<file path="src/rtl/vga_mode_ctrl_if.sv">
// Signal bundle between the board buttons/switch, the frame timing source
// and the VGA output mux select logic.
interface vga_mode_ctrl_if;
    logic       btn_mode_in;
    logic       btn_overlay_in;
    logic       sw_demo_in;
    logic       new_frame_in;
    logic [3:0] sel_out;
    logic       mode_changed_out;
    logic       demo_active_out;

    modport master (
        output btn_mode_in,
        output btn_overlay_in,
        output sw_demo_in,
        output new_frame_in,
        input  sel_out,
        input  mode_changed_out,
        input  demo_active_out
    );

    modport slave (
        input  btn_mode_in,
        input  btn_overlay_in,
        input  sw_demo_in,
        input  new_frame_in,
        output sel_out,
        output mode_changed_out,
        output demo_active_out
    );
endinterface

</file>
<file path="src/rtl/vga_mode_ctrl.sv">
// Debounces the mode/overlay buttons and demo switch, queues presses, and
// commits VGA mux select changes only at frame boundaries.
module vga_mode_ctrl #(
    parameter int DEBOUNCE_CYCLES = 1_000_000,
    parameter int FRAMES_PER_MODE = 60
) (
    input logic           clk_in,
    input logic           rst_in,
    vga_mode_ctrl_if.slave bus
);

    localparam int CW  = $clog2(DEBOUNCE_CYCLES + 1);
    localparam int FCW = (FRAMES_PER_MODE > 1) ? $clog2(FRAMES_PER_MODE) : 1;
    localparam logic [CW-1:0]  CNT_LAST = CW'(DEBOUNCE_CYCLES - 1);
    localparam logic [FCW-1:0] FC_LAST  = FCW'(FRAMES_PER_MODE - 1);

    typedef enum logic {MANUAL, DEMO} state_t;

    state_t         state, state_next;
    logic [2:0]     raw, deb, deb_prev;
    logic [CW-1:0]  cnt [3];
    logic           rise_mode, rise_ovl, demo_req;
    logic           pend_mode, pend_ovl, pend_mode_next, pend_ovl_next;
    logic [3:0]     sel, sel_next, sel_step;
    logic [FCW-1:0] frame_cnt, frame_cnt_next;
    logic           mode_changed;

    assign raw = {bus.sw_demo_in, bus.btn_overlay_in, bus.btn_mode_in};

    // Bit 0 = mode button, bit 1 = overlay button, bit 2 = demo switch.
    always_ff @(posedge clk_in) begin
        if (rst_in) begin
            deb      <= '0;
            deb_prev <= '0;
            for (int i = 0; i < 3; i++) cnt[i] <= '0;
        end else begin
            deb_prev <= deb;
            for (int i = 0; i < 3; i++) begin
                if (raw[i] == deb[i]) begin
                    cnt[i] <= '0;
                end else if (cnt[i] == CNT_LAST) begin
                    deb[i] <= raw[i];
                    cnt[i] <= '0;
                end else begin
                    cnt[i] <= cnt[i] + CW'(1);
                end
            end
        end
    end

    assign rise_mode = deb[0] & ~deb_prev[0];
    assign rise_ovl  = deb[1] & ~deb_prev[1];
    assign demo_req  = deb[2];

    always_ff @(posedge clk_in) begin
        if (rst_in) state <= MANUAL;
        else        state <= state_next;
    end

    always_comb begin
        state_next = state;
        if (bus.new_frame_in) state_next = demo_req ? DEMO : MANUAL;
    end

    // A press arriving on a frame cycle survives as the new pending flag,
    // while the already-registered flag is the one applied.
    always_comb begin
        sel_next       = sel;
        frame_cnt_next = frame_cnt;
        pend_mode_next = 1'b0;
        pend_ovl_next  = 1'b0;
        sel_step       = sel + 4'd1;
        case (state)
            MANUAL: begin
                pend_mode_next = pend_mode | rise_mode;
                pend_ovl_next  = pend_ovl | rise_ovl;
                if (bus.new_frame_in) begin
                    if (demo_req) begin
                        sel_next       = 4'b0000;
                        frame_cnt_next = '0;
                        pend_mode_next = 1'b0;
                        pend_ovl_next  = 1'b0;
                    end else begin
                        if (pend_mode) sel_next[1:0] = sel[1:0] + 2'd1;
                        if (pend_ovl)  sel_next[3:2] = sel[3:2] + 2'd1;
                        pend_mode_next = rise_mode;
                        pend_ovl_next  = rise_ovl;
                    end
                end
            end
            DEMO: begin
                if (bus.new_frame_in) begin
                    if (!demo_req) begin
                        frame_cnt_next = '0;
                    end else if (frame_cnt == FC_LAST) begin
                        frame_cnt_next = '0;
                        sel_next       = (sel_step[3:2] == 2'b11) ? 4'b0000 : sel_step;
                    end else begin
                        frame_cnt_next = frame_cnt + FCW'(1);
                    end
                end
            end
            default: ;
        endcase
    end

    always_ff @(posedge clk_in) begin
        if (rst_in) begin
            sel          <= 4'h0;
            frame_cnt    <= '0;
            pend_mode    <= 1'b0;
            pend_ovl     <= 1'b0;
            mode_changed <= 1'b0;
        end else begin
            sel          <= sel_next;
            frame_cnt    <= frame_cnt_next;
            pend_mode    <= pend_mode_next;
            pend_ovl     <= pend_ovl_next;
            mode_changed <= (sel_next != sel);
        end
    end

    assign bus.sel_out          = sel;
    assign bus.mode_changed_out = mode_changed;
    assign bus.demo_active_out  = (state == DEMO);

endmodule

</file>
<file path="src/flat_wrapper.sv">
// flat-port wrapper written by rule: the top's interface ports become plain ports
module vga_mode_ctrl_flat 
#(
    parameter int DEBOUNCE_CYCLES = 1_000_000,
    parameter int FRAMES_PER_MODE = 60
)
  (clk_in, rst_in, bus_btn_mode_in, bus_btn_overlay_in, bus_sw_demo_in, bus_new_frame_in, bus_sel_out, bus_mode_changed_out, bus_demo_active_out);
  vga_mode_ctrl_if bus_i ();
  input logic clk_in;
  input logic rst_in;
  input wire logic [$bits(bus_i.btn_mode_in)-1:0] bus_btn_mode_in;
  input wire logic [$bits(bus_i.btn_overlay_in)-1:0] bus_btn_overlay_in;
  input wire logic [$bits(bus_i.sw_demo_in)-1:0] bus_sw_demo_in;
  input wire logic [$bits(bus_i.new_frame_in)-1:0] bus_new_frame_in;
  output wire logic [$bits(bus_i.sel_out)-1:0] bus_sel_out;
  output wire logic [$bits(bus_i.mode_changed_out)-1:0] bus_mode_changed_out;
  output wire logic [$bits(bus_i.demo_active_out)-1:0] bus_demo_active_out;
  assign bus_i.btn_mode_in = bus_btn_mode_in;
  assign bus_i.btn_overlay_in = bus_btn_overlay_in;
  assign bus_i.sw_demo_in = bus_sw_demo_in;
  assign bus_i.new_frame_in = bus_new_frame_in;
  assign bus_sel_out = bus_i.sel_out;
  assign bus_mode_changed_out = bus_i.mode_changed_out;
  assign bus_demo_active_out = bus_i.demo_active_out;
  vga_mode_ctrl #(.DEBOUNCE_CYCLES(DEBOUNCE_CYCLES), .FRAMES_PER_MODE(FRAMES_PER_MODE)) u_core (.clk_in(clk_in), .rst_in(rst_in), .bus(bus_i));
endmodule
</file>
<file path="config.mk">
export PLATFORM = sky130hd
export DESIGN_NAME = vga_mode_ctrl_flat
export DESIGN_NICKNAME = d
export VERILOG_FILES = /design/src/rtl/vga_mode_ctrl_if.sv /design/src/rtl/vga_mode_ctrl.sv /design/src/flat_wrapper.sv
export SDC_FILE = /design/constraint.sdc
export NUM_CORES = 1
export LEC_CHECK = 0
export ABC_AREA = 1
export BUFFER_PORTS_ARGS = -buffer_cell sky130_fd_sc_hd__buf_2
export CAP_MARGIN = 0
export CORE_MARGIN = 4
export CORE_UTILIZATION = 57
export DETAILED_ROUTE_END_ITERATION = 16
export GPL_ROUTABILITY_DRIVEN = 1
export GPL_TIMING_DRIVEN = 0
export PLACE_DENSITY = 0.87
export REMOVE_ABC_BUFFERS = 1
export SLEW_MARGIN = 20
export SYNTH_ARGS = -nofsm -noshare
export SYNTH_HDL_FRONTEND = slang
export SYNTH_SLANG_ARGS = --single-unit
</file>
<file path="constraint.sdc">
create_clock -name clk_in -period 1.6 [get_ports clk_in]
set_input_delay 0.24 -clock clk_in [delete_from_list [all_inputs] [get_ports clk_in]]
set_output_delay 0.24 -clock clk_in [all_outputs]
set_load 0.005 [all_outputs]
</file>
==> reports/qor.yml, run 1 <==
global_routing:
  grt-ovfl-total: 0
  use_met2_pct: 43.7
  grt_max_degree: 17
  antenna_found_initial: 0
  grt_pass1_wl_um: 19000
  use_met3_pct: 5.71
  grt_util_met1_pct: 27.0
  grt_busiest_layer: "met2"
  grt_pass1_vias: 4268
  grt_use_total_pct: 24.2
final_layout:
  stdcell_count: 776
  num-nets-final: 680
  diodes: 0
  drive_above_1_share_pct: 32.5
  syn_to_final_growth_pct: 33.8
synth:
  yosys.area.top_type_share_pct: 39.2
  synthCells: 545
  synth.area.top_cells: "edfxtp_1 (39%), nand2_1 (8.3%), dfxtp_1 (8.3%)"
  synth.largest_area_cell: "edfxtp_1"
  ys.warnings.count: 0
  yosys.cell_types.count: 38
  ys_seq_area_share_pct: 47.5
  syn_area_per_cell_um2: 8.42
  ys_ff_latch: 79
  synth_area_mm2: 0.00459
floorplan:
  rows: 32
  coreArea_mm2: 0.00777
  die-area_mm2: 0.00955
  die-width_um: 97.7
  die_h_um: 97.7
  ios: 12
  start_util_pct: 59.1
placed_design:
  hpwl_um: 6400
  gp_congestion: 0.921
  place_inst: 708
  place_ws_ns: -0.481
  portBuffers: 11
setup_path:
  rr_startpoint: "u_core.cnt[1][2]"
  cpMaxStageDelayCell: "edfxtp_1"
  reg2reg_depth: 10
  required_ns: 1.73
  end_kind: "register"
  cp_max_fo: 6
  critPathMaxStageDelay_ns: 0.44
  critPathKind: "register to register"
  arrival_ns: 2.09
  r2r-end: "u_core.cnt[1][16]"
  r2r_setup_slack_ns: -0.36
  crit_path_start_kind: "register"
  crit_chain: "nand2_2, nor3_2, nand2_1, nor2_2, nand4_1, nand2_4, inv_6, buf_12, o21ai_4, a21oi_2"
timing:
  worst_slack_ns: -0.364
  tightest_slew_ns: 0.713
  slew_headroom_pct: 52.3
  finalCritPeriodShare_pct: 123
  slew_violations: 0
  skew_ns: 0.0175
  setup_viol: 65
  clock.fmax_mhz: 509
  hold_viol: 0
  period_needed_ns: 1.96
  rsz0062_at_grt: "yes"
power_and_ir_drop:
  p_total_w: 0.00432
  p_leak_nw: 2.47
  p_per_area_mw_per_mm2: 703
  ir_drop_uv: 599
detailed_routing:
  drt-initial-drc-count: 510
  drc: 0
  dr.pass1.iters: 6
  via_count: 4663
  routed_wl_um: 14800
  viasPerCell: 6.01
  drtAntennaViolNets: 0
  avgRoutedWirePerCell_um: 19.0
status:
  violations: "setup timing"
  status: "finished, violations left"
cts:
  cts-root-buf: "clkbuf_8"
  cts_sinks: 79
  clkLatencyLatePin_ns: 0.38
  cts_max_level: 3
  clockBufferDepth: 2
  cts_buffers: 9
  cts_tree: "yes"
  clk_pin_slew_ns: 0.09
hold_path:
  whs_path_depth: 3
  min_to: "u_core.deb[1]"
  min-delay-start: "bus_btn_overlay_in"
  hold_class: "primary input to register"
flow_run:
  drv_cap: 0
-- power breakdown --
part / switching [W] / leakage, nW / internal [W]
Combinational: 0.000306 / 1.60 / 0.000160
Clock: 0.000811 / 0.0933 / 0.000645
Sequential: 0.000105 / 0.776 / 0.00229
Total: 0.00122 / 2.47 / 0.00310
-- layout make-up --
type	instances	area (um^2)
sequential	79	2210
inverter	71	272
clock inverter	5	31.3
clock buffer	11	151
fill	403	1630
tap	102	128
timing repair buffer	58	450
multi-input combinational	450	2900
-- synth_stat cells, drive strengths merged --
cell	n
xnor2	7
and3	2
xor2	13
o31ai	1
or2	2
nor3	30
nor4	4
dfxtp	19
nor2	80
clkbuf	2
ha	5
nand3	39
buf	7
o21a	3
edfxtp	60
o21ai	16
nand4	18
nand2	113
inv	71
nor3b	8
a31oi	2
a211oi	6
a21oi	36
conb	1
-- worst max path at each step --
stage                     cells after the start  slack [ns]        startpoint           endpoint
after floorplan                              11       -0.18  u_core.cnt[2][0]  u_core.cnt[2][10]
after global placement                       11       -0.41  u_core.cnt[0][0]   u_core.cnt[0][7]
after global routing                         10       -0.45  u_core.cnt[1][2]  u_core.cnt[1][16]
final                                        10       -0.36  u_core.cnt[1][2]  u_core.cnt[1][16]
after CTS                                    11       -0.19  u_core.cnt[0][0]   u_core.cnt[0][7]
after detailed placement                     11       -0.48  u_core.cnt[0][0]   u_core.cnt[0][7]
-- state kept, by name (all words and copies together), names as in the netlist --
| register | cells |
|---|---|
| u_core.bus.sel_out | 4 |
| u_core.pend_ovl | 1 |
| u_core.pend_mode | 1 |
| u_core.bus.demo_active_out | 1 |
| u_core.cnt | 60 |
| u_core.frame_cnt | 6 |
| u_core.deb | 3 |
| u_core.bus.mode_changed_out | 1 |
| u_core.deb_prev | 2 |
-- cell families (layout without fill, tap and decap cells) --
logic type | count (synthesis) | after routing | share of synthesized area (%)
adders and majority gates | 5 | 5 | 1.36
buffers and inverters | 80 | 145 | 7.17
and+or+nand+nor | 296 | 301 | 32.3
xor gates and xnor gates | 20 | 20 | 3.82
other | 1 | 60 | 0.0817
AOI/OAI and AO/OA | 64 | 64 | 7.74
DFF | 79 | 79 | 47.5
-- metrics by stage --
stage          utilization, %  instance area [um^2]  hold slack [ns]  setup TNS (ns)
3_5_place_dp             63.5                  4930            0.425          -19.89
5_1_grt                  79.1                  6140            0.204          -21.30
3_3_place_gp             63.5                  4930            0.404          -16.06
6_report                 79.1                  6140            0.164          -16.12
4_1_cts                  72.9                  5660            0.175           -6.36
2_1_floorplan               -                  4750            0.309           -4.44
-- layout by cell type, fill, tap and decap left out, types with 11 or more instances in the layout --
master | netlist | layout
clkbuf_8 | 0 | 11
inv_1 | 66 | 63
xor2_1 | 13 | 12
dfxtp_1 | 19 | 12
buf_4 | 3 | 38
nor3_1 | 25 | 14
a21oi_2 | 2 | 17
nor2_2 | 7 | 14
nand2_1 | 102 | 92
nand4_1 | 15 | 15
nor3_2 | 4 | 12
nor2_1 | 67 | 50
nor2_4 | 6 | 16
edfxtp_1 | 60 | 60
nand2_2 | 9 | 14
conb_1 | 1 | 60
buf_2 | 2 | 11
nand3_1 | 35 | 29
a21oi_1 | 34 | 18
-- routing by layer --
metal  share of wire, %  wire length (um)
met1                 34              4960
met2                 53              7780
met3                7.4              1090
met4                6.4               951
met5                  0                 0
-- worst max-delay path, delay by kind of cell (launching register included) --
family,cells,cell delay [ns]
and+or+nand+nor,6,0.99
DFF,1,0.44
buffers and inverters,2,0.20
AOI/OAI and AO/OA,2,0.10
-- what timing repair did --
item,4_1_cts,5_1_grt
pin swaps,16,24
buffers inserted,24,24
gates cloned,5,0
hold endpoints to repair,0,0
gates resized for setup,81,70
endpoints found under the setup margin,64,67
hold buffers,0,0
Power figures use the tool's default switching activity.
==> run 2: changes to the inputs <==
Settings changed: CORE_UTILIZATION 57 to 67, PLACE_DENSITY 0.87 to 0.95.
Clock period 1.6 ns to 2.35 ns, I/O delays scaled along.
==> run 2 against run 1 <==
  * Global-route usage shrank 1.4 points
  * Die area down 14%
  * Register-to-register slack improved by 0.61 ns
  * The run now ends clean
  * Critical path type unchanged
==> reports/qor.yml, run 2 (synthesized netlist as in run 1, its figures left out) <==
detailed_routing:
  met1_length_um: 3810  # -23%
  drtAntennaViolNets: 0  # unchanged
  dr.pass1.iters: 4  # -2
  wl_met3_um: 408  # -63%
  avgRoutedWirePerCell_um: 12.8  # -33%
  routed_wl_um: 8950  # -39%
  via_count: 3818  # -18%
  drc: 0  # unchanged
  wl_met2_um: 4500  # -42%
  drt-initial-drc-count: 231  # -55%
  dr.max_layer_used: "met4"
  viasPerCell: 5.46  # -9.1%
final_layout:
  layout_commonest_cell: "nand2_1"
  fin_area_mm2: 0.00512  # -17%
  largest_reg_flops: 60  # unchanged
  largest_register: "u_core.cnt"
  diodes: 0  # unchanged
  utilization_pct: 78.8  # -0.27 points
  drive_above_1_share_pct: 12.1  # -20 points
  syn_to_final_growth_pct: 11.5
  num-nets-final: 628  # -7.6%
  fillers: 425  # +5.5%
  final_cell_mix: "nand2_1 (102), nor2_1 (67), inv_1 (66), edfxtp_1 (60), conb_1 (60)"
global_routing:
  grt_pass1_wl_um: 15400  # -19%
  antenna_found_initial: 0  # unchanged
  grt_max_degree: 21  # +4
  grt_pass1_vias: 3706  # -13%
  grt_use_total_pct: 22.8  # -1.4 points
  grt-ovfl-total: 0  # unchanged
timing:
  rsz0062_at_grt: "no"
  hold_viol: 0  # unchanged
  period_needed_ns: 2.11  # +0.143 ns
  slew_violations: 0  # unchanged
  skew_ns: 0.00427  # -0.0133 ns
  fin_hold_ws_ns: 0.303  # +0.139 ns
  setup_viol: 0  # -100%
  clock.fmax_mhz: 475  # -6.8%
  worst_slack_ns: 0.243  # +0.607 ns
  finalCritPeriodShare_pct: 89.7  # -33 points
  setup_tns_ns: 0  # +16.12 ns
status:
  status: "finished clean"
floorplan:
  die-area_mm2: 0.00824  # -14%
  ios: 12  # unchanged
  die-width_um: 90.8  # -7.1%
  start_util_pct: 70.7  # +12 points
  rows: 29  # -9.4%
  die_h_um: 90.8  # -7.1%
  coreArea_mm2: 0.00649  # -16%
power_and_ir_drop:
  ir_drop_uv: 496  # -17%
  p_leak_nw: 2.13  # -14%
  p_per_area_mw_per_mm2: 573  # -18%
cts:
  clockBufferDepth: 2  # unchanged
  cts_hold_buf: 0  # unchanged
  clkLatencyLatePin_ns: 0.36  # -0.02 ns
  cts_tree: "yes"
  ctsResizeCount: 0  # -100%
  cts_sinks: 79  # unchanged
  cts_max_level: 3  # unchanged
  cts_buffers: 9  # unchanged
  clk_pin_slew_ns: 0.08  # about the same
  post_cts_buffers: 0  # -100%
  cts-root-buf: "clkbuf_8"
placed_design:
  hpwl_um: 6310  # -1.4%
  placed_cell_area_mm2: 0.00490  # -0.63%
  gp_congestion: 0.899  # -2.4%
  place_ws_ns: 0.234  # +0.715 ns
  portBuffers: 11  # unchanged
setup_path:
  cpMaxStageDelayCell: "edfxtp_1"
  cp_max_fo: 20  # +14
  required_ns: 2.53  # +0.80 ns
  crit_path_start_kind: "register"
  rr_startpoint: "u_core.cnt[0][0]"
  crit_chain: "ha_1, nand2_1, inv_2, nand2_2, nor2_4, nand2_4, nor2_2, nand4_2, nand3_2, nor3b_1"
  setup.worst_path.start: "u_core.cnt[0][0]"
  arrival_ns: 2.28  # +0.19 ns
  critPathKind: "register to register"
  end_kind: "register"
  critPathMaxStageDelay_ns: 0.46  # +0.02 ns
flow_run:
  drv_cap: 0  # unchanged
hold_path:
  min-delay-start: "bus_btn_overlay_in"
  hold_class: "primary input to register"
## run 2: changes by cell type in the layout (fill, tap and decap cells not counted), moves of 7 or more
| cell | change |
|---|---|
| nand2_4 | -7 |
| a21oi_2 | -15 |
| nand2_1 | +10 |
| nand3_4 | -7 |
| a21oi_1 | +16 |
| nor2_4 | -10 |
| nor3_1 | +11 |
| buf_6 | -8 |
| nor3_2 | -8 |
| buf_4 | -38 |
| dfxtp_1 | +7 |
| nor2_1 | +17 |
| nor2_2 | -7 |
## run 2: path summary, 6_finish.rpt
path	slack, ns	end	cells after the start
setup / recovery	0.24	u_core.cnt[0][3]	10
hold / removal	0.30	u_core.deb[1]	3
setup reg to reg	0.24	u_core.cnt[0][3]	10
hold reg to reg	0.46	u_core.pend_ovl	1
## run 2: per-stage QoR
step,total power (W),instances
global route,0.00306,699
CTS,0.00295,699
detailed placement,0.00183,683
floorplan,0.00178,595
global placement,0.00182,683
finish,0.00293,699
## run 2: power by group
| part | internal [W] | total (W) | switching [W] |
|---|---|---|---|
| logic | 0.0000579 | 0.000188 | 0.000130 |
| registers | 0.00157 | 0.00163 | 0.0000599 |
| clock network | 0.000599 | 0.00112 | 0.000522 |
## run 2: layout make-up
class	count	area, um^2	share of cell area, %
flip-flops and latches	79	2180	42.6
well taps	77	96.3	1.88
repair buffers	11	55.1	1.08
multi-input cells	445	2300	45.0
inverters	71	267	5.21
clock buffers	9	124	2.42
clock inverters	7	93.8	1.83
## run 2: layer usage
layer | track usage [%] | vias up
li1 | - | 1919
met1 | 26.9 | 1773
met2 | 40.6 | 100
met3 | 4.25 | 26
met4 | 9.80 | 0
met5 | 0 | -
## run 2: critical path: cells and delay by family (launching register included)
kind | cells | cell delay, ns
flops | 1 | 0.46
simple gates | 8 | 1.16
fa+ha+maj | 1 | 0.25
buf+inv | 1 | 0.05
